[src/rtl/wm_pkg.sv]
// Shared definitions for the washing-machine cycle controller.
// Holds the o_state bit positions, the one-hot state constants and the state enum used by
// wm_cycle_ctrl, plus masks that group states by the actuators they drive.
package wm_pkg;

  localparam int unsigned STATE_W = 7;

  // Bit positions inside o_state.
  localparam int unsigned S_IDLE  = 0;
  localparam int unsigned S_READY = 1;
  localparam int unsigned S_SOAK  = 2;
  localparam int unsigned S_WASH  = 3;
  localparam int unsigned S_RINSE = 4;
  localparam int unsigned S_DRAIN = 5;
  localparam int unsigned S_SPIN  = 6;

  localparam logic [STATE_W-1:0] OH_IDLE  = 7'b000_0001;
  localparam logic [STATE_W-1:0] OH_READY = 7'b000_0010;
  localparam logic [STATE_W-1:0] OH_SOAK  = 7'b000_0100;
  localparam logic [STATE_W-1:0] OH_WASH  = 7'b000_1000;
  localparam logic [STATE_W-1:0] OH_RINSE = 7'b001_0000;
  localparam logic [STATE_W-1:0] OH_DRAIN = 7'b010_0000;
  localparam logic [STATE_W-1:0] OH_SPIN  = 7'b100_0000;

  // States in which a stage timer runs.
  localparam logic [STATE_W-1:0] RUN_MASK = OH_SOAK | OH_WASH | OH_RINSE | OH_DRAIN | OH_SPIN;
  // States that fill the drum.
  localparam logic [STATE_W-1:0] WET_MASK = OH_SOAK | OH_WASH | OH_RINSE;

  typedef enum logic [STATE_W-1:0] {
    StIdle  = OH_IDLE,
    StReady = OH_READY,
    StSoak  = OH_SOAK,
    StWash  = OH_WASH,
    StRinse = OH_RINSE,
    StDrain = OH_DRAIN,
    StSpin  = OH_SPIN
  } wm_state_e;

endpackage

[src/rtl/wm_stage_timer.sv]
// Stage timer: prescaler dividing the clock down to 1 s ticks, feeding a down-counter of
// seconds left in the current stage.
// Ports:
//   clk_i, rst_i   clock, synchronous active-high reset
//   clear_i        force counter and prescaler to 0 (highest priority)
//   load_i         load load_val_i into the counter, restart the prescaler
//   load_val_i     seconds for the stage being entered
//   run_i          advance the prescaler this cycle (low = frozen, e.g. lid open)
//   remaining_o    seconds left in the stage
//   expire_o       final tick of the stage (tick with remaining_o == 1)
module wm_stage_timer #(
  parameter int unsigned TICK_DIV = 4,
  parameter int unsigned TIME_W   = 10
) (
  input  logic              clk_i,
  input  logic              rst_i,
  input  logic              clear_i,
  input  logic              load_i,
  input  logic [TIME_W-1:0] load_val_i,
  input  logic              run_i,
  output logic [TIME_W-1:0] remaining_o,
  output logic              expire_o
);

  localparam int unsigned PreW = (TICK_DIV > 1) ? $clog2(TICK_DIV) : 1;
  localparam logic [PreW-1:0] PreMax = PreW'(TICK_DIV - 1);

  logic [PreW-1:0]   pre_q, pre_d;
  logic [TIME_W-1:0] rem_q, rem_d;
  logic              tick;

  assign tick     = run_i && (pre_q == PreMax);
  assign expire_o = tick && (rem_q == TIME_W'(1));

  always_comb begin
    pre_d = pre_q;
    rem_d = rem_q;
    if (clear_i) begin
      pre_d = '0;
      rem_d = '0;
    end else if (load_i) begin
      pre_d = '0;
      rem_d = load_val_i;
    end else if (tick) begin
      pre_d = '0;
      rem_d = rem_q - TIME_W'(1);
    end else if (run_i) begin
      pre_d = pre_q + PreW'(1);
    end
  end

  always_ff @(posedge clk_i) begin
    if (rst_i) begin
      pre_q <= '0;
      rem_q <= '0;
    end else begin
      pre_q <= pre_d;
      rem_q <= rem_d;
    end
  end

  assign remaining_o = rem_q;

endmodule

[src/rtl/wm_cycle_ctrl.sv]
// Washing-machine cycle controller: coin credit, NUM_MODES programmes with per-programme stage
// time, repeated rinse passes, lid pause with exact resume, cancel/refund.
// Build option: define WM_DRAIN_EN to insert a DRAIN stage (DRAIN_T s) between the last rinse
// and SPIN; without it the DRAIN bit of o_state and o_drain are tied 0.
// Ports:
//   i_clk, i_rst                 clock, synchronous active-high reset
//   i_coin                       coin sensor level, each rising edge adds one credit
//   i_lid                        1 = lid open (pauses a running stage)
//   i_start, i_cancel            panel requests
//   i_mode                       programme index
//   o_state                      one-hot state (bit order in wm_pkg)
//   o_waterinlet, o_drain        actuators, dropped while paused
//   o_paused                     running stage held by open lid
//   o_remaining                  seconds left in stage, 0 outside running stages
//   o_rinse_pass                 1-based rinse pass, 0 outside RINSE
//   o_credits                    saturating credit count
//   o_coinreturn, o_done         one-cycle pulses: refund, cycle complete
module wm_cycle_ctrl
  import wm_pkg::*;
#(
  parameter int unsigned TICK_DIV   = 100_000_000,
  parameter int unsigned NUM_MODES  = 3,
  parameter int unsigned TIME_W     = 10,
  parameter logic [NUM_MODES*TIME_W-1:0] MODE_TIMES = {10'd5, 10'd3, 10'd1},
  parameter int unsigned RINSE_REPS = 1,
  parameter int unsigned COIN_PRICE = 1,
  parameter int unsigned CREDIT_W   = 4,
  parameter int unsigned DRAIN_T    = 2,
  localparam int unsigned MODE_W    = (NUM_MODES > 1) ? $clog2(NUM_MODES) : 1
) (
  input  logic                i_clk,
  input  logic                i_rst,
  input  logic                i_coin,
  input  logic                i_lid,
  input  logic                i_start,
  input  logic                i_cancel,
  input  logic [MODE_W-1:0]   i_mode,
  output logic [STATE_W-1:0]  o_state,
  output logic                o_waterinlet,
  output logic                o_drain,
  output logic                o_paused,
  output logic [TIME_W-1:0]   o_remaining,
  output logic [3:0]          o_rinse_pass,
  output logic [CREDIT_W-1:0] o_credits,
  output logic                o_coinreturn,
  output logic                o_done
);

  localparam logic [CREDIT_W-1:0] MaxCredit = {CREDIT_W{1'b1}};
  localparam logic [CREDIT_W:0]   PriceW    = (CREDIT_W + 1)'(COIN_PRICE);
  localparam logic [TIME_W-1:0]   DrainTime = (DRAIN_T == 0) ? TIME_W'(1) : TIME_W'(DRAIN_T);

  // Stage seconds for a programme; a zero entry is treated as one second.
  function automatic logic [TIME_W-1:0] mode_time(input logic [MODE_W-1:0] m);
    logic [TIME_W-1:0] t;
    t = MODE_TIMES[32'(m) * TIME_W +: TIME_W];
    return (t == '0) ? TIME_W'(1) : t;
  endfunction

  wm_state_e           state_q, state_d;
  logic [CREDIT_W-1:0] credits_q, credits_d;
  logic [MODE_W-1:0]   mode_q, mode_d;
  logic [3:0]          pass_q, pass_d;
  logic                coin_q;
  logic                done_q, done_d;
  logic                refund_q, refund_d;

  logic                coin_rise, credit_ok, mode_ok, running, consume, drop;
  logic                tmr_load, tmr_clear, expire;
  logic [TIME_W-1:0]   tmr_val, remaining;
  logic [CREDIT_W:0]   credit_sum;

  assign coin_rise = i_coin & ~coin_q;
  assign credit_ok = 32'(credits_q) >= COIN_PRICE;
  assign mode_ok   = 32'(i_mode) < NUM_MODES;
  assign running   = |(state_q & RUN_MASK);

  always_comb begin
    state_d   = state_q;
    mode_d    = mode_q;
    pass_d    = pass_q;
    done_d    = 1'b0;
    refund_d  = 1'b0;
    consume   = 1'b0;
    drop      = 1'b0;
    tmr_load  = 1'b0;
    tmr_clear = 1'b0;
    unique case (state_q)
      StIdle: begin
        if (credit_ok && !i_lid) state_d = StReady;
      end
      StReady: begin
        if (i_cancel) begin
          state_d  = StIdle;
          refund_d = 1'b1;
          drop     = 1'b1;
        end else if (!credit_ok) begin
          state_d = StIdle;
        end else if (i_start && !i_lid && mode_ok) begin
          state_d  = StSoak;
          mode_d   = i_mode;
          consume  = 1'b1;
          tmr_load = 1'b1;
        end
      end
      default: begin
        // Cancel outranks lid pause and stage completion.
        if (i_cancel) begin
          state_d   = StIdle;
          mode_d    = '0;
          pass_d    = '0;
          tmr_clear = 1'b1;
        end else if (expire) begin
          tmr_load = 1'b1;
          unique case (state_q)
            StSoak: state_d = StWash;
            StWash: begin
              state_d = StRinse;
              pass_d  = 4'd1;
            end
            StRinse: begin
              if (32'(pass_q) < RINSE_REPS) begin
                pass_d = pass_q + 4'd1;
              end else begin
                pass_d = '0;
`ifdef WM_DRAIN_EN
                state_d = StDrain;
`else
                state_d = StSpin;
`endif
              end
            end
            StDrain: state_d = StSpin;
            StSpin: begin
              state_d   = StIdle;
              mode_d    = '0;
              done_d    = 1'b1;
              tmr_load  = 1'b0;
              tmr_clear = 1'b1;
            end
            default: ;
          endcase
        end
      end
    endcase
  end

  // The value loaded follows the state being entered; on READY->SOAK mode_d is the new mode.
  assign tmr_val = (state_d == StDrain) ? DrainTime : mode_time(mode_d);

  // Coin accepted in the same cycle as a start still counts; a refund drops it.
  always_comb begin
    credit_sum = {1'b0, credits_q} + {{CREDIT_W{1'b0}}, coin_rise};
    if (consume) credit_sum = credit_sum - PriceW;
    if (drop) begin
      credits_d = '0;
    end else if (credit_sum > {1'b0, MaxCredit}) begin
      credits_d = MaxCredit;
    end else begin
      credits_d = credit_sum[CREDIT_W-1:0];
    end
  end

  always_ff @(posedge i_clk) begin
    if (i_rst) begin
      state_q   <= StIdle;
      credits_q <= '0;
      mode_q    <= '0;
      pass_q    <= '0;
      coin_q    <= 1'b0;
      done_q    <= 1'b0;
      refund_q  <= 1'b0;
    end else begin
      state_q   <= state_d;
      credits_q <= credits_d;
      mode_q    <= mode_d;
      pass_q    <= pass_d;
      coin_q    <= i_coin;
      done_q    <= done_d;
      refund_q  <= refund_d;
    end
  end

  wm_stage_timer #(
    .TICK_DIV (TICK_DIV),
    .TIME_W   (TIME_W)
  ) u_timer (
    .clk_i       (i_clk),
    .rst_i       (i_rst),
    .clear_i     (tmr_clear),
    .load_i      (tmr_load),
    .load_val_i  (tmr_val),
    .run_i       (running && !i_lid),
    .remaining_o (remaining),
    .expire_o    (expire)
  );

  assign o_paused     = running & i_lid;
  assign o_waterinlet = (|(state_q & WET_MASK)) & ~i_lid;
`ifdef WM_DRAIN_EN
  assign o_state      = state_q;
  assign o_drain      = (state_q == StDrain) & ~i_lid;
`else
  assign o_state      = state_q & ~OH_DRAIN;
  assign o_drain      = 1'b0;
`endif
  assign o_remaining  = remaining;
  assign o_rinse_pass = pass_q;
  assign o_credits    = credits_q;
  assign o_coinreturn = refund_q;
  assign o_done       = done_q;

endmodule
[config.mk]
export PLATFORM = sky130hd
export DESIGN_NAME = wm_cycle_ctrl
export DESIGN_NICKNAME = d
export VERILOG_FILES = /design/src/rtl/wm_pkg.sv /design/src/rtl/wm_stage_timer.sv /design/src/rtl/wm_cycle_ctrl.sv
export SDC_FILE = /design/constraint.sdc
export NUM_CORES = 1
export LEC_CHECK = 0
export ABC_CLOCK_PERIOD_IN_PS = 2290
export CAP_MARGIN = 10
export CORE_MARGIN = 4
export CORE_UTILIZATION = 30
export CTS_BUF_LIST = sky130_fd_sc_hd__clkbuf_8
export DETAILED_ROUTE_END_ITERATION = 8
export GPL_ROUTABILITY_DRIVEN = 0
export MAX_ROUTING_LAYER = met4
export SYNTH_ARGS = -nofsm -noshare
export SYNTH_HDL_FRONTEND = slang
export SYNTH_SLANG_ARGS = --single-unit
[constraint.sdc]
create_clock -name i_clk -period 2.29 [get_ports i_clk]
set_clock_uncertainty 0.1 [all_clocks]
set_input_delay 0.687 -clock i_clk [delete_from_list [all_inputs] [get_ports i_clk]]
set_output_delay 0.687 -clock i_clk [all_outputs]
set_load 0.02 [all_outputs]
==> results.md, run 1 <==
- Routed wire length: roughly 8.5 mm
- Die height: approximately 110 µm
- Final hold slack: a little under 0.4 ns
- Cell Area, Synth: about 0.0033 mm²
- Clk slew on worst S/H paths: 0.07 ns
- CTS H-Tree Depth: 3
- Worst flop-to-flop path startpoint: state_q[4]
- Ys async rst share: 0
- Synth area leaders: dfxtp_1, nor2_1, xor2_1, xnor2_1, ha_1
- Worst EP arrival: between 2 and 2.5 ns
- Total gr overflow: 0
- Synth cell types: 58
- FF-to-FF setup slack: 0.05 ns
- Critical path endpoint category: flip-flop
- Achievable Freq: 0.446 GHz
- Clk_lat worst skew: 0.34 ns
- Post-synthesis area per instance: 8.09 µm²
- Cell with the most instances after synthesis: nor2_1
- Total track usage: 0.137
- HPWL Detailed: about 6.3 mm
- Unrepaired setup endpoints after global routing: true
- Global-route wire length before repair: approximately 14 mm
- Warnings from Yosys: 0
- Die W: 113 µm
- Vias in the first global route: between 3k and 4k
- Core Util, Final: 0.426
- IO buf count: 35
- IO Pins: 38
- Worst r2r path cells: 8
- Vias per inst: roughly 5
- DR WL/cell: 13.6 µm
- Largest net degree at the start of global routing: 28
- FF+latch count, synth: 57
- Clock Tree Root: clkbuf_8
- Routed Antenna Nets: 0
- Yosys top cell area share: 0.348
- Antenna diodes: 0
- Max-cap viol count: 0
- Hold Crit Class: reg -> reg
- Max Slew Vio Count: 0
- Final Cycle Share: 0.979
- Inserted Clock Buffers: 9
- Sequential element share of the synthesized area: 0.348
- Worst Setup SP: state_q[4]
- Count of final hold-check violations: 0
- Post-route setup slack: 0.0488 ns
- DRC: 0
- Die ar.: approximately 0.013 mm²
- CTS Sinks: 57
- Pwr dens: between 400 and 500 mW/mm²
- Layout cells sized above 1: 0.232
- Status: finished clean
- Count of final setup violators: 0
- Post-synth top area cell: dfxtp_1
- Synth-to-layout area growth: 35.9%
- Vias: approximately 3.1k
- Peak VDD IR: between 0.3 and 0.4 mV
- Post-synth EDFFs: 0
- Core box area: roughly 0.010 mm²
- # rows: 37
- Leak pwr: approximately 1.8 nW
- Commonest register cell after synthesis: dfxtp_1
- 1st-pass router iterations: 4
- Clock Path Buffers: 2
- Iter 0 DRT Violations: around 130
- Worst Setup EP: u_timer.remaining_o[9]
- Most frequent cells after synthesis: nor2_1, dfxtp_1, nand2_1
- Placement Setup Slack: -0.626 ns
- Initial Utilization: 0.313
- CTS tree: yes
- Crit Path Class: reg -> reg
- Min cycle time layout: approximately 2.2 ns
- Worst reg2reg endpoint: u_timer.remaining_o[9]
- Mapped Cells: a little over 400
- WP data required: around 2.5 ns
- Initial antenna violation count: 0
- Worst-path fanout max: 5
- Startpoint Class: flip-flop
- Final nets: 503
final cells by class:
type,count,area [µm²]
Clock buffer,11,151
Clock inverter,5,22.5
Fill cell,1047,6010
Inverter,13,48.8
Multi-Input combinational cell,310,2090
Sequential cell,57,1150
Tap cell,136,170
Timing Repair Buffer,95,821
sequential cells by signal, summed over array words and instances (netlist names):
signal               flops
coin_q                   1
mode_q                   2
o_coinreturn             1
o_credits                4
o_done                   1
o_rinse_pass             4
state_q                  7
u_timer.pre_q           27
u_timer.remaining_o     10
where the power goes:
group | internal [W] | total (W) | switching, W
registers | 0.000999 | 0.00101 | 0.0000150
clock network | 0.000438 | 0.000846 | 0.000408
logic | 0.000103 | 0.000221 | 0.000118
how the worst min path moves through the flow:
stage	start	endpoint	slack [ns]	cells past startpoint
6_report	mode_q[1]	mode_q[1]	0.40	2
5_1_grt	o_rinse_pass[3]	o_rinse_pass[3]	0.43	1
4_1_cts	mode_q[1]	mode_q[1]	0.38	2
3_5_place_dp	mode_q[1]	mode_q[1]	0.36	2
3_3_place_gp	mode_q[1]	mode_q[1]	0.35	2
2_1_floorplan	mode_q[1]	mode_q[1]	0.33	2
kinds of logic (layout without fill, tap and decap cells):
kind of cell,count (synthesis),in the layout,share of synthesized area
other cells,1,2,0.00114
simple gates,196,196,0.319
buf+inv,39,124,0.0580
compound gates,58,58,0.118
flops,57,57,0.348
xor+xnor,42,42,0.112
fa+ha+maj,9,9,0.0344
mux,3,3,0.00916
per-stage QoR:
stage / power (W) / setup TNS [ns] / instance area, µm² / std cells
6_report: 0.00208 / 0 / 4450 / 627
3_5_place_dp: 0.00125 / -27.24 / 4100 / 608
5_1_grt: 0.00217 / -0.0755 / 4450 / 627
3_3_place_gp: 0.00125 / -25.87 / 4100 / 608
4_1_cts: 0.00210 / 0 / 4350 / 626
2_1_floorplan: 0.00116 / 0 / 3280 / 406
metal layers:
metal  vias to the layer above  global-route usage  wire length, µm
li1                       1577                   -                -
met1                      1482               0.159             3800
met2                        53               0.236             4330
met3                         9              0.0313              315
met4                         0              0.0425               93
met5                         -                   -                0
worst max-delay path, stage by stage (launching register included):
cell and delay [ns]:
dfxtp_2 0.37, nor3_4 0.06, buf_4 0.14, a211o_1 0.33, nor4_4 0.29, buf_4 0.20
o211ai_2 0.11, or4_1 0.43, a21oi_2 0.15
what timing repair did:
action / CTS / global route
hold endpoints to repair: 0 / 0
setup endpoints to repair: 58 / 37
pin swaps: 4 / 10
buffers inserted: 2 / 1
gates resized for setup: 30 / 24
hold buffers: 0 / 0
placed cells by master, fill, tap and decap left out, types with 7 or more instances in the layout:
| cell | n |
|---|---|
| nor2_1 | 63 |
| buf_4 | 55 |
| dfxtp_1 | 48 |
| nand2_1 | 28 |
| clkdlybuf4s50_1 | 24 |
| xor2_1 | 23 |
| xnor2_1 | 18 |
| inv_1 | 15 |
| nand3_1 | 15 |
| nand4_1 | 14 |
| a21oi_1 | 14 |
| o21ai_0 | 13 |
| nor3_1 | 12 |
| clkbuf_8 | 11 |
| dfxtp_2 | 9 |
| dlygate4sd2_1 | 7 |
Note: power is estimated with default switching activity, not from simulation.
==> inputs of run 2 (changes only) <==
HOLD_SLACK_MARGIN = 0.08   (was unset)
PLACE_DENSITY = 0.51   (was unset)
==> run 2 against run 1 <==
Final cell count up 1.6%. Non-clock buffer count up 11. Maximum frequency up 1.2%. Global-route usage up 0.62 points. Hold slack worse by 0.027 ns. Flip-flop and latch count unchanged. Largest power group is now clock.
==> results.md, run 2 (same netlist as run 1, synthesis figures left out) <==
- Vias in the first global route: 3046 (-1.2%)
- Peak VDD IR: 0.266 mV (-17%)
- FF-to-FF setup slack: 0.08 ns (+0.03 ns)
- Vias: 3136 (+0.48%)
- Final Instance Area: 0.00453 mm² (+1.8%)
- Worst reg2reg endpoint: u_timer.remaining_o[9]
- Hold buffer count at cts: 0 (unchanged)
- Clk slew on worst S/H paths: 0.07 ns (about the same)
- Min cycle time layout: 2.21 ns (-0.0276 ns)
- # rows: 37 (unchanged)
- DP Cell Count: 619 (+1.8%)
- Worst flop-to-flop path startpoint: state_q[3]
- Antenna diodes: 0 (unchanged)
- DR WL/cell: 13.5 µm (-1.2%)
- CTS tree: yes
- CTS H-Tree Depth: 3 (unchanged)
- Core box area: 0.0105 mm² (unchanged)
- Max-cap viol count: 0 (unchanged)
- CTS Sinks: 57 (unchanged)
- WP data required: 1.50 ns (-0.96 ns)
- Die W: 113 µm (unchanged)
- Critical path endpoint category: primary output
- Top reg by flops: u_timer.pre_q
- Total gr overflow: 0 (unchanged)
- Status: finished clean
- Max FFs per register: 27 (unchanged)
- Clk_lat worst skew: 0.35 ns (about the same)
- Count of final hold-check violations: 0 (unchanged)
- Leak pwr: 1.80 nW (+2.3%)
- IO buf count: 35 (unchanged)
- Commonest non-fill, non-tap cells in the layout: buf_4, nor2_1, dfxtp_1, nand2_1, clkdlybuf4s50_1
- Initial Utilization: 0.313 (unchanged)
- Synth-to-layout area growth: 38.3%
- Total track usage: 0.144 (+0.00619)
- HPWL Detailed: 6.50 mm (+3.2%)
- Final Cycle Share: 0.967 (-0.0120)
- 1st-pass router iterations: 5 (+1)
- Hold Crit Class: reg -> reg
- Worst-path fanout max: 6 (+1)
- Initial antenna violation count: 0 (unchanged)
- Global-route wire length before repair: 14.5 mm (+2.9%)
- Achievable Freq: 0.452 GHz (+1.2%)
- Routed wire length: 8.57 mm (+0.34%)
- Final nets: 514 (+2.2%)
- Die height: 113 µm (unchanged)
- Clock Tree Root: clkbuf_8
- Post-route setup slack: 0.0764 ns (+0.0276 ns)
- Crit Path Class: reg -> out
- DRC: 0 (unchanged)
- IO Pins: 38 (unchanged)
- Worst Hold Depth: 2 (unchanged)
- Die ar.: 0.0127 mm² (unchanged)
- Worst r2r path cells: 7 (-1)
- Hold path endpoint: mode_q[1]
- Setup TNS Final: 0 ns (unchanged)
- Pwr dens: 500 mW/mm² (+7.1%)
- Iter 0 DRT Violations: 170 (+33%)
- Inserted Clock Buffers: 9 (unchanged)
- Startpoint Class: flip-flop
- Placed cell areas: 0.00418 mm² (+2.0%)
- Worst EP arrival: 1.43 ns (-0.98 ns)
- Commonest non-fill, non-tap cell in the layout: buf_4
- Max Slew Vio Count: 0 (unchanged)
- Placement Setup Slack: -0.668 ns (-0.0426 ns)
- Routed Antenna Nets: 0 (unchanged)
- Hold path startpoint: mode_q[1]
- Layout cells sized above 1: 0.240 (+0.00734)
- Vias per inst: 4.92 (-1.1%)
- Largest net degree at the start of global routing: 28 (unchanged)
- Non-filler cells, final: 637 (+1.6%)
- Count of final setup violators: 0 (unchanged)
- Clock Path Buffers: 2 (unchanged)
- Final Power: 0.00227 W (+9.0%)
==> run 2: power breakdown <==
group	switching, W	total (W)	leakage (nW)	internal, W
Combinational	0.000124	0.000228	1.23	0.000104
Sequential	0.0000136	0.00101	0.461	0.000999
Clock	0.000414	0.00103	0.112	0.000614
Total	0.000551	0.00227	1.80	0.00172
==> run 2: timing repair <==
action,in CTS,in global routing
setup buffers,3,0
resized for setup,20,22
endpoints found under the setup margin,59,17
pin swaps,4,15
==> run 2: critical path, stage by stage (launching register included) <==
cell             delay [ns]
dfxtp_1                0.34
buf_4                  0.14
clkdlybuf4s50_1        0.60
==> run 2: per-layer routing <==
| metal | share of wire | vias to the layer above | GRT usage |
|---|---|---|---|
| met4 | 0.018 | 0 | 0.0513 |
| li1 | - | 1588 | - |
| met5 | 0 | - | - |
| met3 | 0.033 | 14 | 0.0280 |
| met2 | 0.48 | 55 | 0.232 |
| met1 | 0.47 | 1479 | 0.179 |
==> run 2: final cells by class <==
| type | count | area, µm² |
|---|---|---|
| Fill cell | 1074 | 5930 |
| Inverter | 13 | 48.8 |
| Tap cell | 136 | 170 |
| Clock buffer | 13 | 179 |
| Multi-Input combinational cell | 310 | 2060 |
| Sequential cell | 57 | 1140 |
| Clock inverter | 2 | 35.0 |
| Timing Repair Buffer | 106 | 892 |
==> run 2: per-stage QoR <==
| stage | util | hold WS [ns] |
|---|---|---|
| finish | 0.433 | 0.371 |
| global route | 0.433 | 0.398 |
| CTS | 0.425 | 0.371 |
| detailed placement | 0.400 | 0.364 |
| global placement | 0.400 | 0.351 |
| floorplan | - | 0.335 |
==> run 2: worst max-delay path by stage <==
| stage | start | end | slack [ns] | cells after the start |
|---|---|---|---|---|
| 2_1_floorplan | i_coin | o_credits[0] | 0.02 | 9 |
| 3_3_place_gp | i_lid | o_paused | -0.60 | 3 |
| 3_5_place_dp | i_lid | u_timer.remaining_o[9] | -0.67 | 7 |
| 4_1_cts | u_timer.remaining_o[1] | u_timer.remaining_o[1] | 0.003 | 9 |
| 5_1_grt | i_mode[0] | u_timer.remaining_o[9] | -0.03 | 7 |
| 6_report | u_timer.remaining_o[2] | o_remaining[2] | 0.08 | 2 |
==> inputs of run 3 (changes only) <==
ABC_CLOCK_PERIOD_IN_PS = 2750   (was 2290)
PLACE_DENSITY = 0.49   (was 0.51)
SLEW_MARGIN = 5   (was unset)
clock period = 2.75 ns   (was 2.29 ns; I/O delays follow)
==> run 3 against run 2 <==
Utilization decreased by 3.1 points. Critical path type is now in -> reg. Critical endpoint is now o_credits[2]. Critical path depth increased by 8. Sequential power decreased by 16%. Via count decreased by 4.1%.
==> results.md, run 3 (same netlist as run 1, synthesis figures left out) <==
- Clk slew on worst S/H paths: 0.07 ns (about the same)
- Antenna diodes: 0 (unchanged)
- Vias: 3008 (-4.1%)
- Max Slew Vio Count: 0 (unchanged)
- CTS Sinks: 57 (unchanged)
- HPWL Detailed: 6.28 mm (-3.3%)
- Synth-to-layout area growth: 28.3%
- Worst EP arrival: 2.72 ns (+1.29 ns)
- Commonest non-fill, non-tap cells in the layout: nor2_1, dfxtp_1, buf_4, clkdlybuf4s50_1, nand2_1
- Min cycle time layout: between 2 and 3 ns
- Sequential Power Share: 0.489 (+0.043)
- Top reg by flops: u_timer.pre_q
- Core Util, Final: 0.402 (-0.0315)
- Routed wire length: 8.29 mm (-3.3%)
- Global-route wire length before repair: 14.4 mm (-0.76%)
- Unrepaired setup endpoints after global routing: false
- Inserted Clock Buffers: 9 (unchanged)
- Final Power: 0.00173 W (-24%)
- IO buf count: 35 (unchanged)
- 1st-pass router iterations: 4 (-1)
- CTS H-Tree Depth: 3 (unchanged)
- Clk_lat worst skew: 0.34 ns (about the same)
- FF-to-FF setup slack: 0.31 ns (+0.23 ns)
- Hold path startpoint: mode_q[1]
- Switching Share: 0.270 (+0.0267)
- Status: finished clean
- Clock Tree Root: clkbuf_8
- Largest net degree at the start of global routing: 28 (unchanged)
- Slew @ Worst Pin: just over 0.6 ns
- Initial Utilization: 0.313 (unchanged)
- WP data required: 2.88 ns (+1.38 ns)
- Max FFs per register: 27 (unchanged)
- Placement Setup Slack: -0.392 ns (+0.277 ns)
- Total gr overflow: 0 (unchanged)
- Non-filler cells, final: 609 (-4.4%)
- Routed Antenna Nets: 0 (unchanged)
- Clock share of power: 0.406 (-0.047)
- Clock Path Buffers: 2 (unchanged)
- Post-route setup slack: 0.160 ns (+0.0840 ns)
- Startpoint Class: primary input
- Die height: 113 µm (unchanged)
- Leak pwr: 1.58 nW (-12%)
- Net Switching: 0.000465 W (-16%)
- Vias per inst: 4.94 (+0.33%)
- # fillers: 1128 (+5.0%)
- Hold Crit Class: reg -> reg
- Worst reg2reg endpoint: u_timer.remaining_o[9]
- Core box area: 0.0105 mm² (unchanged)
- Worst flop-to-flop path startpoint: state_q[5]
- Initial antenna violation count: 0 (unchanged)
- Commonest non-fill, non-tap cell in the layout: nor2_1
- Count of final setup violators: 0 (unchanged)
- Layout cells sized above 1: 0.163 (-0.0767)
- Setup TNS Final: 0 ns (unchanged)
- Worst Hold Depth: 2 (unchanged)
- Achievable Freq: ~0.39 GHz
- DP Cell Count: 592 (-4.4%)
- IO Pins: 38 (unchanged)
- Crit Path Class: in -> reg
- # rows: 37 (unchanged)
- Pwr dens: 410 mW/mm² (-18%)
- DRC: 0 (unchanged)
- Final Cycle Share: 0.942
- Die ar.: 0.0127 mm² (unchanged)
- CTS tree: yes
- Peak VDD IR: 0.163 mV (-39%)
- Max-cap viol count: 0 (unchanged)
- Worst r2r path cells: 7 (unchanged)
- Total track usage: 0.142 (-0.00105)
- Iter 0 DRT Violations: 143 (-16%)
- Worst-path fanout max: 4 (-2)
- Critical path endpoint category: flip-flop
- DR WL/cell: 13.6 µm (+1.1%)
- Internal power: 0.00126 W (-27%)
- Final nets: 485 (-5.6%)
- Combinational Power Share: 0.105 (+0.005)
- Die W: 113 µm (unchanged)
- Slew Limit Headroom: 0.583
- Count of final hold-check violations: 0 (unchanged)
- Vias in the first global route: 2991 (-1.8%)
- Hold path endpoint: mode_q[1]
==> run 3: critical path, stage by stage <==
cell	delay [ns]
clkdlybuf4s50_1	0.47
nor2b_4	0.16
ha_4	0.13
ha_1	0.23
inv_1	0.06
ha_1	0.13
nand4_1	0.21
buf_4	0.23
o211ai_1	0.19
a21oi_2	0.08
==> run 3: worst max-delay path by stage <==
stage               slack [ns]                     end   start
floorplan                 0.34            o_credits[0]  i_coin
global placement         -0.35                o_paused   i_lid
detailed placement       -0.39  u_timer.remaining_o[9]   i_lid
CTS                      0.002                o_paused   i_lid
global route              0.02            o_credits[2]  i_coin
finish                    0.16            o_credits[2]  i_coin
==> run 3: layout make-up <==
class	count	area, µm²	share of cell area
inverter	13	48.8	0.0116
clock buffer	10	138	0.0327
sequential	57	1140	0.271
tap	136	170	0.0405
timing repair buffer	77	674	0.160
clock inverter	6	35.0	0.00833
multi-input combinational	310	2000	0.475
==> run 3: per-stage QoR <==
stage	hold slack [ns]	cell area (µm²)
global route	0.408	4210
floorplan	0.335	3280
global placement	0.347	3980
CTS	0.369	4170
detailed placement	0.358	3980
finish	0.368	4210
==> run 3: per-layer routing <==
layer | GRT usage | part of all wire | wire length, µm | vias up
li1 | - | - | - | 1536
met1 | 0.175 | 0.46 | 3820 | 1399
met2 | 0.234 | 0.48 | 3980 | 61
met3 | 0.0248 | 0.044 | 368 | 12
met4 | 0.0529 | 0.015 | 121 | 0
met5 | - | 0 | 0 | -
==> run 3: what timing repair did <==
item,4_1_cts,5_1_grt
hold buffers,0,0
endpoints found under the hold margin,0,0
resized for setup,5,12
buffers inserted,1,0
endpoints found under the setup margin,4,10
pin swaps,1,3
==> run 3: power groups by stage <==
stage                     Clock (W)  Combinational [W]  Sequential (W)
after floorplan                   0           0.000105        0.000859
after global placement            0           0.000179        0.000861
after detailed placement          0           0.000178        0.000862
after CTS                  0.000729           0.000179        0.000842
after global routing       0.000760           0.000202        0.000845
final                      0.000700           0.000181        0.000844
